### src/rtl/alu_wide_seq.sv
// Sequences a 2N-bit add/subtract through a shared N-bit ALU: low word, high word,
// and an optional +/-1 fix-up pass on the high word to propagate the low-word carry.
module alu_wide_seq #(
    parameter int N = 32
) (
    input  logic           clk,
    input  logic           rst,
    input  logic           req_valid,
    output logic           req_ready,
    input  logic           req_op,
    input  logic [2*N-1:0] req_a,
    input  logic [2*N-1:0] req_b,
    output logic [N-1:0]   alu_a,
    output logic [N-1:0]   alu_b,
    output logic [3:0]     alu_ctrl,
    input  logic [N-1:0]   alu_result,
    input  logic [3:0]     alu_flags,
    output logic           rsp_valid,
    input  logic           rsp_ready,
    output logic [2*N-1:0] rsp_result,
    output logic [3:0]     rsp_flags
);

    typedef enum logic [2:0] {
        IDLE = 3'd0,
        LO   = 3'd1,
        HI   = 3'd2,
        FIX  = 3'd3,
        DONE = 3'd4
    } state_t;

    localparam logic [3:0] CTRL_ADD = 4'b0000;
    localparam logic [3:0] CTRL_SUB = 4'b0001;

    state_t         state_q, state_d;
    logic           op_q, op_d;
    logic [2*N-1:0] a_q, a_d;
    logic [2*N-1:0] b_q, b_d;
    logic [N-1:0]   r_lo_q, r_lo_d;
    logic [N-1:0]   r_hi_q, r_hi_d;
    logic           c_lo_q, c_lo_d;
    logic           c_hi_q, c_hi_d;
    logic           c_fix_q, c_fix_d;

    logic [3:0]     op_ctrl;
    logic           need_fix;
    logic           alu_carry;
    logic           unused_alu_flags;
    logic           flag_n;
    logic           flag_z;
    logic           flag_c;
    logic           flag_v;

    assign op_ctrl          = op_q ? CTRL_SUB : CTRL_ADD;
    assign alu_carry        = alu_flags[1];
    assign unused_alu_flags = ^{alu_flags[3:2], alu_flags[0]};

    // A low-word carry (add) or borrow (sub, carry=0) must be folded into the high word.
    assign need_fix = op_q ? ~c_lo_q : c_lo_q;

    always_comb begin
        state_d   = state_q;
        op_d      = op_q;
        a_d       = a_q;
        b_d       = b_q;
        r_lo_d    = r_lo_q;
        r_hi_d    = r_hi_q;
        c_lo_d    = c_lo_q;
        c_hi_d    = c_hi_q;
        c_fix_d   = c_fix_q;
        alu_a     = '0;
        alu_b     = '0;
        alu_ctrl  = CTRL_ADD;
        req_ready = 1'b0;
        rsp_valid = 1'b0;

        case (state_q)
            IDLE: begin
                req_ready = 1'b1;
                if (req_valid) begin
                    op_d    = req_op;
                    a_d     = req_a;
                    b_d     = req_b;
                    state_d = LO;
                end
            end
            LO: begin
                alu_a    = a_q[N-1:0];
                alu_b    = b_q[N-1:0];
                alu_ctrl = op_ctrl;
                r_lo_d   = alu_result;
                c_lo_d   = alu_carry;
                state_d  = HI;
            end
            HI: begin
                alu_a    = a_q[2*N-1:N];
                alu_b    = b_q[2*N-1:N];
                alu_ctrl = op_ctrl;
                r_hi_d   = alu_result;
                c_hi_d   = alu_carry;
                // Neutral value so the final carry reduces to c_hi when FIX is skipped.
                c_fix_d  = op_q;
                state_d  = need_fix ? FIX : DONE;
            end
            FIX: begin
                alu_a    = r_hi_q;
                alu_b    = N'(1);
                alu_ctrl = op_ctrl;
                r_hi_d   = alu_result;
                c_fix_d  = alu_carry;
                state_d  = DONE;
            end
            DONE: begin
                rsp_valid = 1'b1;
                if (rsp_ready) begin
                    state_d = IDLE;
                end
            end
            default: begin
                state_d = IDLE;
            end
        endcase
    end

    always_comb begin
        flag_n = r_hi_q[N-1];
        flag_z = (r_lo_q == '0) && (r_hi_q == '0);
        flag_c = op_q ? (c_hi_q & c_fix_q) : (c_hi_q | c_fix_q);
        if (op_q) begin
            flag_v = (a_q[2*N-1] != b_q[2*N-1]) && (flag_n != a_q[2*N-1]);
        end else begin
            flag_v = (a_q[2*N-1] == b_q[2*N-1]) && (flag_n != a_q[2*N-1]);
        end
    end

    assign rsp_result = {r_hi_q, r_lo_q};
    assign rsp_flags  = (state_q == DONE) ? {flag_n, flag_z, flag_c, flag_v} : 4'b0000;

    always_ff @(posedge clk) begin
        if (rst) begin
            state_q <= IDLE;
            op_q    <= 1'b0;
            a_q     <= '0;
            b_q     <= '0;
            r_lo_q  <= '0;
            r_hi_q  <= '0;
            c_lo_q  <= 1'b0;
            c_hi_q  <= 1'b0;
            c_fix_q <= 1'b0;
        end else begin
            state_q <= state_d;
            op_q    <= op_d;
            a_q     <= a_d;
            b_q     <= b_d;
            r_lo_q  <= r_lo_d;
            r_hi_q  <= r_hi_d;
            c_lo_q  <= c_lo_d;
            c_hi_q  <= c_hi_d;
            c_fix_q <= c_fix_d;
        end
    end

endmodule

### config.mk
export PLATFORM = sky130hd
export DESIGN_NAME = alu_wide_seq
export DESIGN_NICKNAME = d
export VERILOG_FILES = /design/src/rtl/alu_wide_seq.sv
export SDC_FILE = /design/constraint.sdc
export NUM_CORES = 1
export LEC_CHECK = 0
export BUFFER_PORTS_ARGS = -buffer_cell sky130_fd_sc_hd__buf_2
export CAP_MARGIN = 15
export CORE_UTILIZATION = 53
export CTS_CLUSTER_SIZE = 14
export DETAILED_ROUTE_END_ITERATION = 6
export PLACE_DENSITY_LB_ADDON = 0.15
export REMOVE_ABC_BUFFERS = 1
export SYNTH_ARGS = -nofsm -noshare
export SYNTH_HDL_FRONTEND = slang
export SYNTH_SLANG_ARGS = --single-unit
### constraint.sdc
create_clock -name clk -period 2.7 [get_ports clk]
set_input_delay 0.27 -clock clk [delete_from_list [all_inputs] [get_ports clk]]
set_output_delay 0.27 -clock clk [all_outputs]
set_load 0.1 [all_outputs]
==> results_dict.tcl, run 1 <==
set metrics [dict create \
    critPathMaxFanout 4 \
    initial_core_util 0.539 \
    fin_crit_ns 2.48 \
    seqCellArea_um2 3990 \
    synth_flop_cell "dfxtp_1" \
    setup_violations 0 \
    drv_cap 0 \
    numCtsBuffers 17 \
    ios 307 \
    ys_seq_area_frac 0.488 \
    synth.area.top_cells "dfxtp_1, nand2_1, a21oi_1" \
    grt_pass1_wl_um 39600 \
    die_area_um2 15900 \
    cts_max_level 4 \
    area_growth_pct 40.0 \
    dp_hpwl_um 17400 \
    wl_per_cell_um 16.5 \
    hold_viol_final 0 \
    power_density_nw_per_um2 694 \
    cts_buffer_depth 2 \
    async_reset_ff_frac 0 \
    wl_um 25100 \
    synth_seq_cells 199 \
    fmax_mhz 404 \
    cp_common_cell "nor4_1" \
    drive_above_1_share 0.300 \
    yosysTopAreaCellShare 0.488 \
    synth_warnings 0 \
    finalPower_mw 7.93 \
    gp_congestion 0.806 \
    grt_pass1_vias 7827 \
    rsz0062_at_grt "false" \
    chipHeight_um 126 \
    fin_crit_sh 0.917 \
    yosysMostFrequentCell "nand2_1" \
    firstDrtPassIters 5 \
    drtIter0Drc 550 \
    synth.avg_cell_area_um2 7.68 \
    placed_cell_area_um2 10800 \
    ctsRootBufferMaster "clkbuf_16" \
    relSlewSlack 0.463 \
    cts_tree "built" \
    vias_per_cell 5.43 \
    start_kind "register" \
    critPathKind "register to output pin" \
    cp_slowest_cell "nor4_1" \
    die_w_um 126 \
    fin_area_um2 11400 \
    rows 45 \
    antenna_found_initial 1 \
    arrival_ns 2.21 \
    cts.sinks 199 \
    yosysUniqueCellTypes 32 \
    multi_input_area_um2 3820 \
    hp-class "primary input to register" \
    nets 1486 \
    clkLatencyLatePin_ns 0.43 \
    utilization 0.755 \
    slowest_delay_ns 0.54 \
    synth_area_leader_cell "dfxtp_1" \
    post_cts_buffers 0 \
    cts_hold_buf 0 \
    syn_inst 1063 \
    post_cts_resize_count 0 \
    p_leak_nw 4.86 \
    num_vias 8249 \
    drc 0 \
    dp_slack_ns 0.559 \
    fin_ws_ns 0.224 \
    drv_slew 0 \
    endpoint_kind "output pin" \
    grt_max_degree 104 \
    ys_top_cells_by_count "nand2_1, a21oi_1, dfxtp_1, clkbuf_1, nor2_1" \
    skew_ns 0.00832 \
    status "finished clean" \
    synth_edf_count 0 \
    ir_drop_mv 0.792 \
    core_area_um2 15100 \
    postRouteAntennaNets 0 \
    crit_chain "nor4_1 -> nand4_1 -> nor4_1 -> and4_1 -> buf_12" \
    port_buffers 300 \
    path_clk_slew_ns 0.07 \
    n_fill_cell 1173 \
    grt.overflow.total 0 \
    required_ns 2.43 \
    netlist_area_um2 8170 \
    gr-usage-all-layers 0.316 \
    worstMarginPinSlew_ns 0.805 \
]
metal layers:
layer	vias up	wire, µm	part of all wire	track usage
li1	4069	-	-	-
met1	3817	9880	0.39	0.361
met2	325	12500	0.50	0.554
met3	38	2210	0.088	0.105
met4	0	536	0.021	0.0999
met5	-	0	0	0
report_power, final:
part           switching (mW)  internal (mW)  leakage, nW
sequential              0.144           3.14         1.63
clock                    1.14           1.59        0.307
combinational            1.36          0.560         2.93
total                    2.64           5.29         4.86
worst max-delay path, delay by kind of cell, from the launching register on:
| family | cells | cell delay (ns) |
|---|---|---|
| flip-flops | 1 | 0.34 |
| buffers and inverters | 1 | 0.18 |
| AND/OR/NAND/NOR | 4 | 1.24 |
registers in the layout, summed over array words and instances, names as in the netlist, 3 cells and up:
name	cells
a_q	64
state_q	3
b_q	64
r_hi_q	32
r_lo_q	32
worst paths after layout:
kind	endpoint	slack [ns]	cells after the start	from
worst min-delay path	b_q[61]	0.07	3	req_b[61]
worst min register to register	b_q[54]	0.45	2	b_q[54]
worst max register to register	b_q[9]	0.66	6	state_q[1]
worst max-delay path	rsp_flags[2]	0.22	5	r_hi_q[11]
cells in the final DEF (no fill, tap or decap), drive strengths merged, types with 2 or more instances in the layout:
cell / n
nor2: 37
a21oi: 199
o21ai: 5
a22o: 31
nand4: 3
buf: 324
mux2: 32
dfxtp: 199
a22oi: 32
bufinv: 4
nor4: 18
nor2b: 2
nand2: 396
clkinvlp: 2
conb: 3
nor3: 2
clkinv: 4
clkbuf: 18
inv: 6
kinds of logic after synthesis:
group,synth area share
AND/OR/NAND/NOR,0.225
AO/OA/AOI/OAI,0.189
XOR/XNOR,0.00214
buffers and inverters,0.0495
flip-flops,0.488
other,0.000459
multiplexers,0.0453
stage by stage:
step / TNS (ns) / cells / hold WS (ns)
final: 0 / 1519 / 0.0743
after global placement: 0 / 1485 / 0.439
after global routing: 0 / 1519 / 0.0651
after CTS: 0 / 1517 / 0.0610
after floorplan: -492.31 / 974 / 0.339
after detailed placement: 0 / 1485 / 0.445
layout make-up:
| cell class | count | share of cell area |
|---|---|---|
| Antenna cell | 1 | 0.000219 |
| Clock buffer | 18 | 0.0384 |
| Clock inverter | 14 | 0.0170 |
| Inverter | 2 | 0.000657 |
| Multi-Input combinational cell | 773 | 0.334 |
| Sequential cell | 199 | 0.349 |
| Tap cell | 188 | 0.0206 |
| Timing Repair Buffer | 324 | 0.240 |
No activity file was read; power rests on OpenSTA's default activity.
==> run 2, diff against run 1 <==
--- a/config.mk
+++ b/config.mk
@@ -5,6 +5,7 @@
 export SDC_FILE = /design/constraint.sdc
 export NUM_CORES = 1
 export LEC_CHECK = 0
+export ABC_AREA = 1
 export BUFFER_PORTS_ARGS = -buffer_cell sky130_fd_sc_hd__buf_2
 export CAP_MARGIN = 15
 export CORE_UTILIZATION = 53
==> run 2 against run 1 <==
Design area shrank 2.4%; synthesized cell count shrank 0.85%; fmax shrank 4.0%; worst setup slack lost 0.10 ns; highest routed layer unchanged.
==> results_dict.tcl, run 2 <==
set metrics [dict create \
    status "finished clean" \
    ctsRootBufferMaster "clkbuf_16" \
    syn_inst 1054 \
    netlist_area_um2 8140 \
    antenna_found_initial 1 \
    ys_top_cells_by_count "dfxtp_1, a21oi_1, o21ai_0, inv_1, nor2_1" \
    start_kind "register" \
    pwr-share-clk 0.194 \
    worstMarginPinSlew_ns 0.615 \
    skew_ns 0.00582 \
    drive_above_1_share 0.282 \
    initial_core_util 0.551 \
    hold_end "r_lo_q[30]" \
    drtIter0Drc 655 \
    synth_simple_gate_area_frac 0.119 \
    rows 44 \
    gp_congestion 0.838 \
    synth_seq_cells 199 \
    pwr-share-seq 0.288 \
    path_clk_slew_ns 0.07 \
    sw_frac_of_total 0.504 \
    grt.overflow.total 0 \
    r2r_slack_ns 0.76 \
    final_common_cell "buf_2" \
    endpoint_kind "output pin" \
    yosysUniqueCellTypes 33 \
    drc 0 \
    fmax_mhz 388 \
    synth_edf_count 0 \
    synth_flop_cell "dfxtp_1" \
    dp_hpwl_um 16200 \
    arrival_ns 2.31 \
    reg2reg_from "state_q[2]" \
    numCtsBuffers 17 \
    chipHeight_um 126 \
    comb_power_share 0.518 \
    p_leak_nw 4.91 \
    async_reset_ff_frac 0 \
    synth_top_family_by_area "compound AO/OA/AOI/OAI gates" \
    clkLatencyLatePin_ns 0.43 \
    drv_cap 0 \
    synth_area_leader_cell "dfxtp_1" \
    wl_per_cell_um 15.9 \
    power_density_nw_per_um2 1250 \
    die_area_um2 15900 \
    rsz0062_at_grt "false" \
    required_ns 2.43 \
    cp_top_family "buffers and inverters" \
    drv_slew 0 \
    ys_seq_area_frac 0.490 \
    r2r_cells 8 \
    synth.avg_cell_area_um2 7.72 \
    grt_pass1_wl_um 38300 \
    holdWs_ns 0.0738 \
    yosysMostFrequentCell "dfxtp_1" \
    cts.sinks 199 \
    hp-class "primary input to register" \
    synth.area.top_cells "dfxtp_1, a21oi_1, o21ai_0" \
    crit_chain "inv_2 -> nor3_4 -> buf_4 -> nand2_1 -> o221ai_1 -> buf_2" \
    r2r_end "r_hi_q[16]" \
    p_sw_mw 7.05 \
    area_growth_pct 37.2 \
    relSlewSlack 0.590 \
    yosysTopAreaCellShare 0.490 \
    critPathKind "register to output pin" \
    min-delay-start "alu_result[30]" \
    hold_viol_final 0 \
    vias_per_cell 5.40 \
    finalPower_mw 14.0 \
    setup_violations 0 \
    ios 307 \
    cp_num_buf_inv 3 \
    synth_warnings 0 \
    n_fill_cell 1169 \
    gr-usage-all-layers 0.304 \
    reg.largest.list "a_q x64, b_q x64" \
    synth_xor_area_frac 0.00215 \
    ir_drop_mv 0.848 \
    wl_um 24100 \
    layout_common_cells "buf_2, dfxtp_1, a21oi_1" \
    port_buffers 300 \
    p_int_mw 6.95 \
    worstHoldPathCells 3 \
    cts_max_level 4 \
    cp_slowest_cell "buf_2" \
    cts_tree "built" \
    cts_buffer_depth 2 \
    slowest_delay_ns 0.49 \
    muxShareOfSynthArea 0 \
    synthAdderAreaFrac 0 \
    die_w_um 126 \
    synth_compound_area_frac 0.272 \
    num_vias 8155 \
    fin_crit_sh 0.955 \
    grt_max_degree 96 \
    nets 1480 \
    critPathMaxFanout 45 \
    core_area_um2 14800 \
    fin_crit_ns 2.58 \
    firstDrtPassIters 6 \
    postRouteAntennaNets 0 \
    grt_pass1_vias 7476 \
]
run 2: changes by cell type in the layout (fill, tap and decap cells not counted), moves of 23 or more:
| cell | delta |
|---|---|
| nor2_1 | +81 |
| mux2_2 | -32 |
| inv_1 | +132 |
| o21ai_0 | +147 |
| nand2_1 | -325 |
| o221ai_1 | +23 |
| a22o_1 | -31 |
| o22ai_1 | +31 |
| nand3_1 | +25 |
| a22oi_1 | -32 |
| a21oi_1 | -42 |
run 2: worst max-delay path by stage:
stage / slack, ns / depth (start not counted) / start / end
floorplan: -1.13 / 4 / state_q[0] / alu_a[0]
global placement: 0.53 / 6 / state_q[0] / alu_a[14]
detailed placement: 0.53 / 6 / state_q[0] / alu_a[14]
CTS: 0.08 / 6 / state_q[0] / alu_a[14]
global route: 0.02 / 6 / state_q[0] / alu_a[12]
finish: 0.12 / 6 / state_q[0] / alu_a[12]
run 2: power groups by stage:
stage / registers (mW) / clock network, mW / logic (mW)
floorplan: 6.07 / 0 / 3.20
global placement: 4.05 / 0 / 7.14
detailed placement: 4.08 / 0 / 7.21
CTS: 4.03 / 2.73 / 7.25
global route: 4.11 / 2.85 / 7.65
finish: 4.03 / 2.72 / 7.25
run 2: per-stage QoR:
stage	cells	utilization	setup slack, ns	area (µm²)	setup TNS, ns
2_1_floorplan	973	-	-1.13	7730	-66.44
5_1_grt	1508	0.756	0.0163	11200	0
3_3_place_gp	1476	0.713	0.527	10500	0
3_5_place_dp	1476	0.713	0.533	10500	0
4_1_cts	1508	0.756	0.0758	11200	0
6_report	1510	0.756	0.120	11200	0
run 2: layer usage:
layer,vias to the layer above,global-route usage,part of all wire
met2,345,0.508,0.48
met3,40,0.0833,0.087
met5,-,0,0
met4,0,0.106,0.022
li1,4028,-,-
met1,3742,0.377,0.41
run 2: timing repair:
action	in CTS	in global routing
setup endpoints to repair	0	1
resized for setup	0	1
setup buffers	0	0
hold buffers	0	0
run 2: layout make-up:
class	instances	area (µm²)	share of cell area
Clock buffer	20	457	0.0409
Inverter	142	541	0.0484
Tap cell	184	230	0.0206
Multi-Input combinational cell	632	3210	0.288
Sequential cell	199	3980	0.357
Antenna cell	2	5.00	0.000448
Timing Repair Buffer	319	2560	0.229
Clock inverter	12	175	0.0157
run 2: kinds of logic (layout without fill, tap and decap cells):
family	Yosys count	count (layout)
and+or+nand+nor	231	231
other	1	5
buffers and inverters	225	493
DFF	199	199
xor gates and xnor gates	2	2
AOI/OAI and AO/OA	396	396
run 2: worst reg2reg max path, cell delays in order, from the launching register on:
cell	delay, ns
dfxtp_1	0.42
inv_2	0.09
nand3_2	0.07
buf_4	0.27
nand2_1	0.12
inv_2	0.40
buf_12	0.25
o21ai_0	0.11
a21oi_1	0.15
